$ cat config.mk
export PLATFORM = sky130hd
export DESIGN_NAME = braille_cell_player_flat
export DESIGN_NICKNAME = d
export VERILOG_FILES = /design/src/rtl/braille_cell_player_pkg.sv /design/src/rtl/braille_cell_player_if.sv /design/src/rtl/braille_cell_player_fifo.sv /design/src/rtl/braille_cell_player.sv /design/src/flat_wrapper.sv
export SDC_FILE = /design/constraint.sdc
export NUM_CORES = 1
export LEC_CHECK = 0
export ABC_AREA = 1
export CELL_PAD_IN_SITES_DETAIL_PLACEMENT = 2
export CELL_PAD_IN_SITES_GLOBAL_PLACEMENT = 2
export CORE_ASPECT_RATIO = 0.6
export CORE_UTILIZATION = 38
export DETAILED_ROUTE_END_ITERATION = 8
export PLACE_DENSITY = 0.82
export SLEW_MARGIN = 20
export SYNTH_ARGS = -nofsm -noshare
export SYNTH_HDL_FRONTEND = slang
export SYNTH_HIERARCHICAL = 1
export SYNTH_SLANG_ARGS = --single-unit
$ cat constraint.sdc
create_clock -name clk -period 2.9 [get_ports clk]
set_clock_uncertainty 0.05 [all_clocks]
set_input_delay 0.87 -clock clk [delete_from_list [all_inputs] [get_ports clk]]
set_output_delay 0.87 -clock clk [all_outputs]
set_load 0.01 [all_outputs]
$ cat src/rtl/braille_cell_player_pkg.sv
// Shared types for the braille cell player: cell encoding and FSM states.
package braille_pkg;

  localparam int CELL_W = 6;

  typedef logic [1:CELL_W] cell_t;

  typedef enum logic [1:0] {
    IDLE,
    HOLD,
    GAP
  } player_state_t;

endpackage

$ cat src/rtl/braille_cell_player_if.sv
// Cell handshake from the ASCII-to-braille converter into the player.
interface braille_cell_player_if;
  import braille_pkg::*;

  cell_t cell_in;
  logic  cell_valid;
  logic  ready;

  modport master (output cell_in, output cell_valid, input ready);
  modport slave  (input cell_in, input cell_valid, output ready);

endinterface

$ cat src/rtl/braille_cell_player_fifo.sv
// Small synchronous cell FIFO; a pop frees a slot for a push in the same cycle.
module braille_cell_fifo
  import braille_pkg::*;
#(
  parameter  int DEPTH = 8,
  localparam int CW    = $clog2(DEPTH + 1),
  localparam int PW    = $clog2(DEPTH)
) (
  input  logic          clk,
  input  logic          rst,
  input  logic          push,
  input  logic          pop,
  input  cell_t         din,
  output cell_t         dout,
  output logic          full,
  output logic          empty,
  output logic [CW-1:0] count,
  output logic          drop
);

  cell_t         mem [DEPTH];
  logic [PW-1:0] rd_ptr;
  logic [PW-1:0] wr_ptr;
  logic          wr_en;

  // Depth need not be a power of two, so wrap explicitly.
  function automatic logic [PW-1:0] ptr_inc(input logic [PW-1:0] p);
    return (p == PW'(DEPTH - 1)) ? '0 : p + PW'(1);
  endfunction

  assign full  = (count == CW'(DEPTH));
  assign empty = (count == '0);
  assign wr_en = push && (!full || pop);
  assign drop  = push && full && !pop;
  assign dout  = mem[rd_ptr];

  always_ff @(posedge clk or negedge rst) begin
    if (!rst) begin
      rd_ptr <= '0;
      wr_ptr <= '0;
      count  <= '0;
    end else begin
      if (wr_en) wr_ptr <= ptr_inc(wr_ptr);
      if (pop)   rd_ptr <= ptr_inc(rd_ptr);
      if (wr_en && !pop)      count <= count + CW'(1);
      else if (pop && !wr_en) count <= count - CW'(1);
    end
  end

  always_ff @(posedge clk) begin
    if (wr_en) mem[wr_ptr] <= din;
  end

endmodule

$ cat src/rtl/braille_cell_player.sv
// Buffers converter cells and replays each one on the actuator pins for a
// fixed raise time followed by an all-pins-down gap.
//
// state | meaning
// IDLE  | pins down, waiting for a queued cell
// HOLD  | current cell driven on pin_drv, hold_cnt counts 1..HOLD_CYC
// GAP   | pins down between cells, gap_cnt counts 1..GAP_CYC
module braille_cell_player
  import braille_pkg::*;
#(
  parameter int DEPTH    = 8,
  parameter int HOLD_CYC = 16,
  parameter int GAP_CYC  = 4
) (
  input  logic                        clk,
  input  logic                        rst,
  braille_cell_player_if.slave        cell_if,
  output cell_t                       pin_drv,
  output logic                        strobe,
  output logic                        busy,
  output logic                        overflow
);

  localparam int CW = $clog2(DEPTH + 1);
  localparam int HW = $clog2(HOLD_CYC + 1);
  localparam int GW = $clog2(GAP_CYC + 1);

  player_state_t state;
  logic [HW-1:0] hold_cnt;
  logic [GW-1:0] gap_cnt;
  logic [CW-1:0] count;
  cell_t         head;
  logic          full;
  logic          empty;
  logic          drop;
  logic          pop;
  logic          gap_done;

  assign gap_done     = (state == GAP) && (gap_cnt == GW'(GAP_CYC));
  assign pop          = (count != '0) && ((state == IDLE) || gap_done);
  assign cell_if.ready = !full;

  braille_cell_fifo #(.DEPTH(DEPTH)) u_fifo (
    .clk   (clk),
    .rst   (rst),
    .push  (cell_if.cell_valid),
    .pop   (pop),
    .din   (cell_if.cell_in),
    .dout  (head),
    .full  (full),
    .empty (empty),
    .count (count),
    .drop  (drop)
  );

  always_ff @(posedge clk) begin
    if (rst && pop) assert (!empty);
  end

  always_ff @(posedge clk or negedge rst) begin
    if (!rst) begin
      state    <= IDLE;
      hold_cnt <= '0;
      gap_cnt  <= '0;
      pin_drv  <= '0;
      strobe   <= 1'b0;
      busy     <= 1'b0;
      overflow <= 1'b0;
    end else begin
      strobe <= 1'b0;
      if (drop) overflow <= 1'b1;
      // A pop from IDLE or at the end of GAP goes straight into HOLD.
      if (pop) begin
        pin_drv  <= head;
        strobe   <= 1'b1;
        busy     <= 1'b1;
        hold_cnt <= HW'(1);
        state    <= HOLD;
      end else begin
        case (state)
          HOLD: begin
            if (hold_cnt == HW'(HOLD_CYC)) begin
              pin_drv <= '0;
              gap_cnt <= GW'(1);
              state   <= GAP;
            end else begin
              hold_cnt <= hold_cnt + HW'(1);
            end
          end
          GAP: begin
            if (gap_done) begin
              state <= IDLE;
              busy  <= 1'b0;
            end else begin
              gap_cnt <= gap_cnt + GW'(1);
            end
          end
          default: ;
        endcase
      end
    end
  end

endmodule

$ cat src/flat_wrapper.sv
// flat-port wrapper written by rule: the top's interface ports become plain ports
module braille_cell_player_flat import braille_pkg::*;
#(
  parameter int DEPTH    = 8,
  parameter int HOLD_CYC = 16,
  parameter int GAP_CYC  = 4
)
  (clk, rst, pin_drv, strobe, busy, overflow, cell_if_cell_in, cell_if_cell_valid, cell_if_ready);
  braille_cell_player_if cell_if_i ();
  input  logic clk;
  input  logic rst;
  output cell_t pin_drv;
  output logic strobe;
  output logic busy;
  output logic overflow;
  input wire logic [$bits(cell_if_i.cell_in)-1:0] cell_if_cell_in;
  input wire logic [$bits(cell_if_i.cell_valid)-1:0] cell_if_cell_valid;
  output wire logic [$bits(cell_if_i.ready)-1:0] cell_if_ready;
  assign cell_if_i.cell_in = cell_if_cell_in;
  assign cell_if_i.cell_valid = cell_if_cell_valid;
  assign cell_if_ready = cell_if_i.ready;
  braille_cell_player #(.DEPTH(DEPTH), .HOLD_CYC(HOLD_CYC), .GAP_CYC(GAP_CYC)) u_core (.clk(clk), .rst(rst), .cell_if(cell_if_i), .pin_drv(pin_drv), .strobe(strobe), .busy(busy), .overflow(overflow));
endmodule
==> results.ini <==
[outcome]
status = complete, no violations

[power]
p_seq_share_pct = 40.2
p_comb_share_pct = 33.7
pwr-share-clk_pct = 26.2
p_sw_uw = 1660
vdd_drop_max_v = 0.000353
p_int_uw = 2700
swShare_pct = 38.0
p_leak_uw = 0.00185
power_density_nw_per_um2 = 1020

[drt]
routed_wl_mm = 9.94
first_pass_iters = 4
drc_errors = 0
drt_iter0_markers = 131
vias = 2687
post_drt_wl_per_cell_um = 18.7
postRouteAntennaNets = 0
via_per_inst = 5.05

[sta]
slew_headroom_pct = 62.1
rsz0062_at_grt = no
setup_viol_count_final = 0
slew_viol_final = 0
timing.hold.ws_ps = 453
tns_ps = 0
min_period_ps = 2710
fin_crit_sh_pct = 93.3
finalHoldViolations = 0
fmax_mhz = 370
tightest_slew_ps = 569

[yosys]
avgSynthCellArea_um2 = 9.86
synth_area_um2 = 3610
yosysWarnings = 6
syn_nets = 387
synth_cells = 366

[global_route]
grt_pass1_wl_mm = 16.4
grt-ovfl-total = 0
grt_max_degree = 30
grt_pass1_vias = 2969
antenna_found_initial = 0
gr-usage-all-layers_pct = 22.7

[setup_path]
crit_type = register to output port
slowest_stage = dfrtp_1
worst-path-max-fanout = 6
worstPathCellList = nor2_1, inv_1, nor3_1, inv_1, clkdlybuf4s50_1
slowest_delay_ps = 480
cp.arrival_ps = 1790
r2r_start = u_core/gap_cnt[0]
critPathLaunch = u_core/u_fifo/count[0]
path_common_cell = inv_1
r2r_slack_ps = 210
worstPathRequired_ps = 1980
end_kind = output port
cp-start-kind = register

[layout]
area_growth_pct = 17.8
drive_gt1_share_pct = 11.4
layoutNonFillerInstCount = 532
mostFrequentLayoutCells = nand2_1 (131), edfxtp_1 (48), dfrtp_1 (29)
antenna_cells = 0
fin_nets = 418
layout_commonest_cell = nand2_1

[cts]
htree_levels = 3
cts-buffers-inserted = 9
post_cts_buffers = 0
clkSinkCount = 77
clk_pin_slew_ps = 60
cts_tree = built
cts_buffer_depth = 2
clk_latency_ps = 340
cts_root_buffer = clkbuf_16

[job]
cap_violations = 0

[floorplan]
die_h_um = 77.5
start_util_pct = 39.3
num_rows = 27
die_area_um2 = 9900
core-area_um2 = 9190
pin_count = 19
die_x_um = 128

[hold_path]
min_from = u_core/overflow
hp-class = register to register

[placed_design]
io_buffer_count = 18
dp_hpwl_mm = 7.05
dp.cells = 516
gp_congestion = 0.809

[layout make-up]
type,count,area [um^2]
clock buffer,11,253
sequential,77,2170
timing repair buffer,30,270
inverter,33,134
fill,994,4940
clock inverter,5,48.8
tap,130,163
multi-input combinational,246,1210
[per-layer routing]
| metal | track usage [%] | vias to the layer above | wire length, um |
|---|---|---|---|
| met2 | 37.3 | 30 | 4810 |
| met5 | 0 | - | 0 |
| met3 | 5.93 | 10 | 281 |
| met4 | 7.76 | 0 | 132 |
| li1 | - | 1267 | - |
| met1 | 29.3 | 1380 | 4710 |
[metrics by stage]
step | utilization, % | setup WS [ps] | instance area [um^2] | power, uW
finish | 46.3 | 195 | 4250 | 4360
global route | 46.3 | 23.9 | 4250 | 4670
CTS | 46.2 | 91.8 | 4250 | 4420
detailed placement | 42.9 | 16.6 | 3940 | 3240
global placement | 42.9 | 116 | 3940 | 3070
floorplan | - | 402 | 3610 | 2670
[final timing paths]
path,end,cells past startpoint
hold reg to reg,u_core/overflow,1
hold / removal,u_core/overflow,1
setup / recovery,cell_if_ready,5
min in group asynchronous,u_core/u_fifo/count[2],2
max in group asynchronous,u_core/hold_cnt[4],2
setup reg to reg,u_core/u_fifo/count[3],18
[power groups by stage]
stage | Combinational, uW | Sequential, uW | Clock [uW]
after CTS | 1500 | 1750 | 1170
final | 1470 | 1750 | 1140
after detailed placement | 1470 | 1770 | 0
after floorplan | 1030 | 1650 | 0
after global routing | 1670 | 1790 | 1210
after global placement | 1330 | 1740 | 0
[sequential cells by signal, indices dropped and copies added (netlist names)]
signal                flops
u_core/busy               1
u_core/gap_cnt            3
u_core/hold_cnt           5
u_core/overflow           1
u_core/pin_drv            6
u_core/state              2
u_core/strobe             1
u_core/u_fifo/count       4
u_core/u_fifo/mem        48
u_core/u_fifo/rd_ptr      3
u_core/u_fifo/wr_ptr      3
[worst max-delay path: cells and delay by family, from the launching register on]
| family | cells | cell delay, ps |
|---|---|---|
| buffers and inverters | 3 | 600 |
| DFF | 1 | 480 |
| and+or+nand+nor | 2 | 360 |
[what timing repair did]
action                     CTS  global route
resized for setup            0             3
setup endpoints to repair    0             1
hold buffers                 0             0
Note: power is estimated with default switching activity, not from simulation.
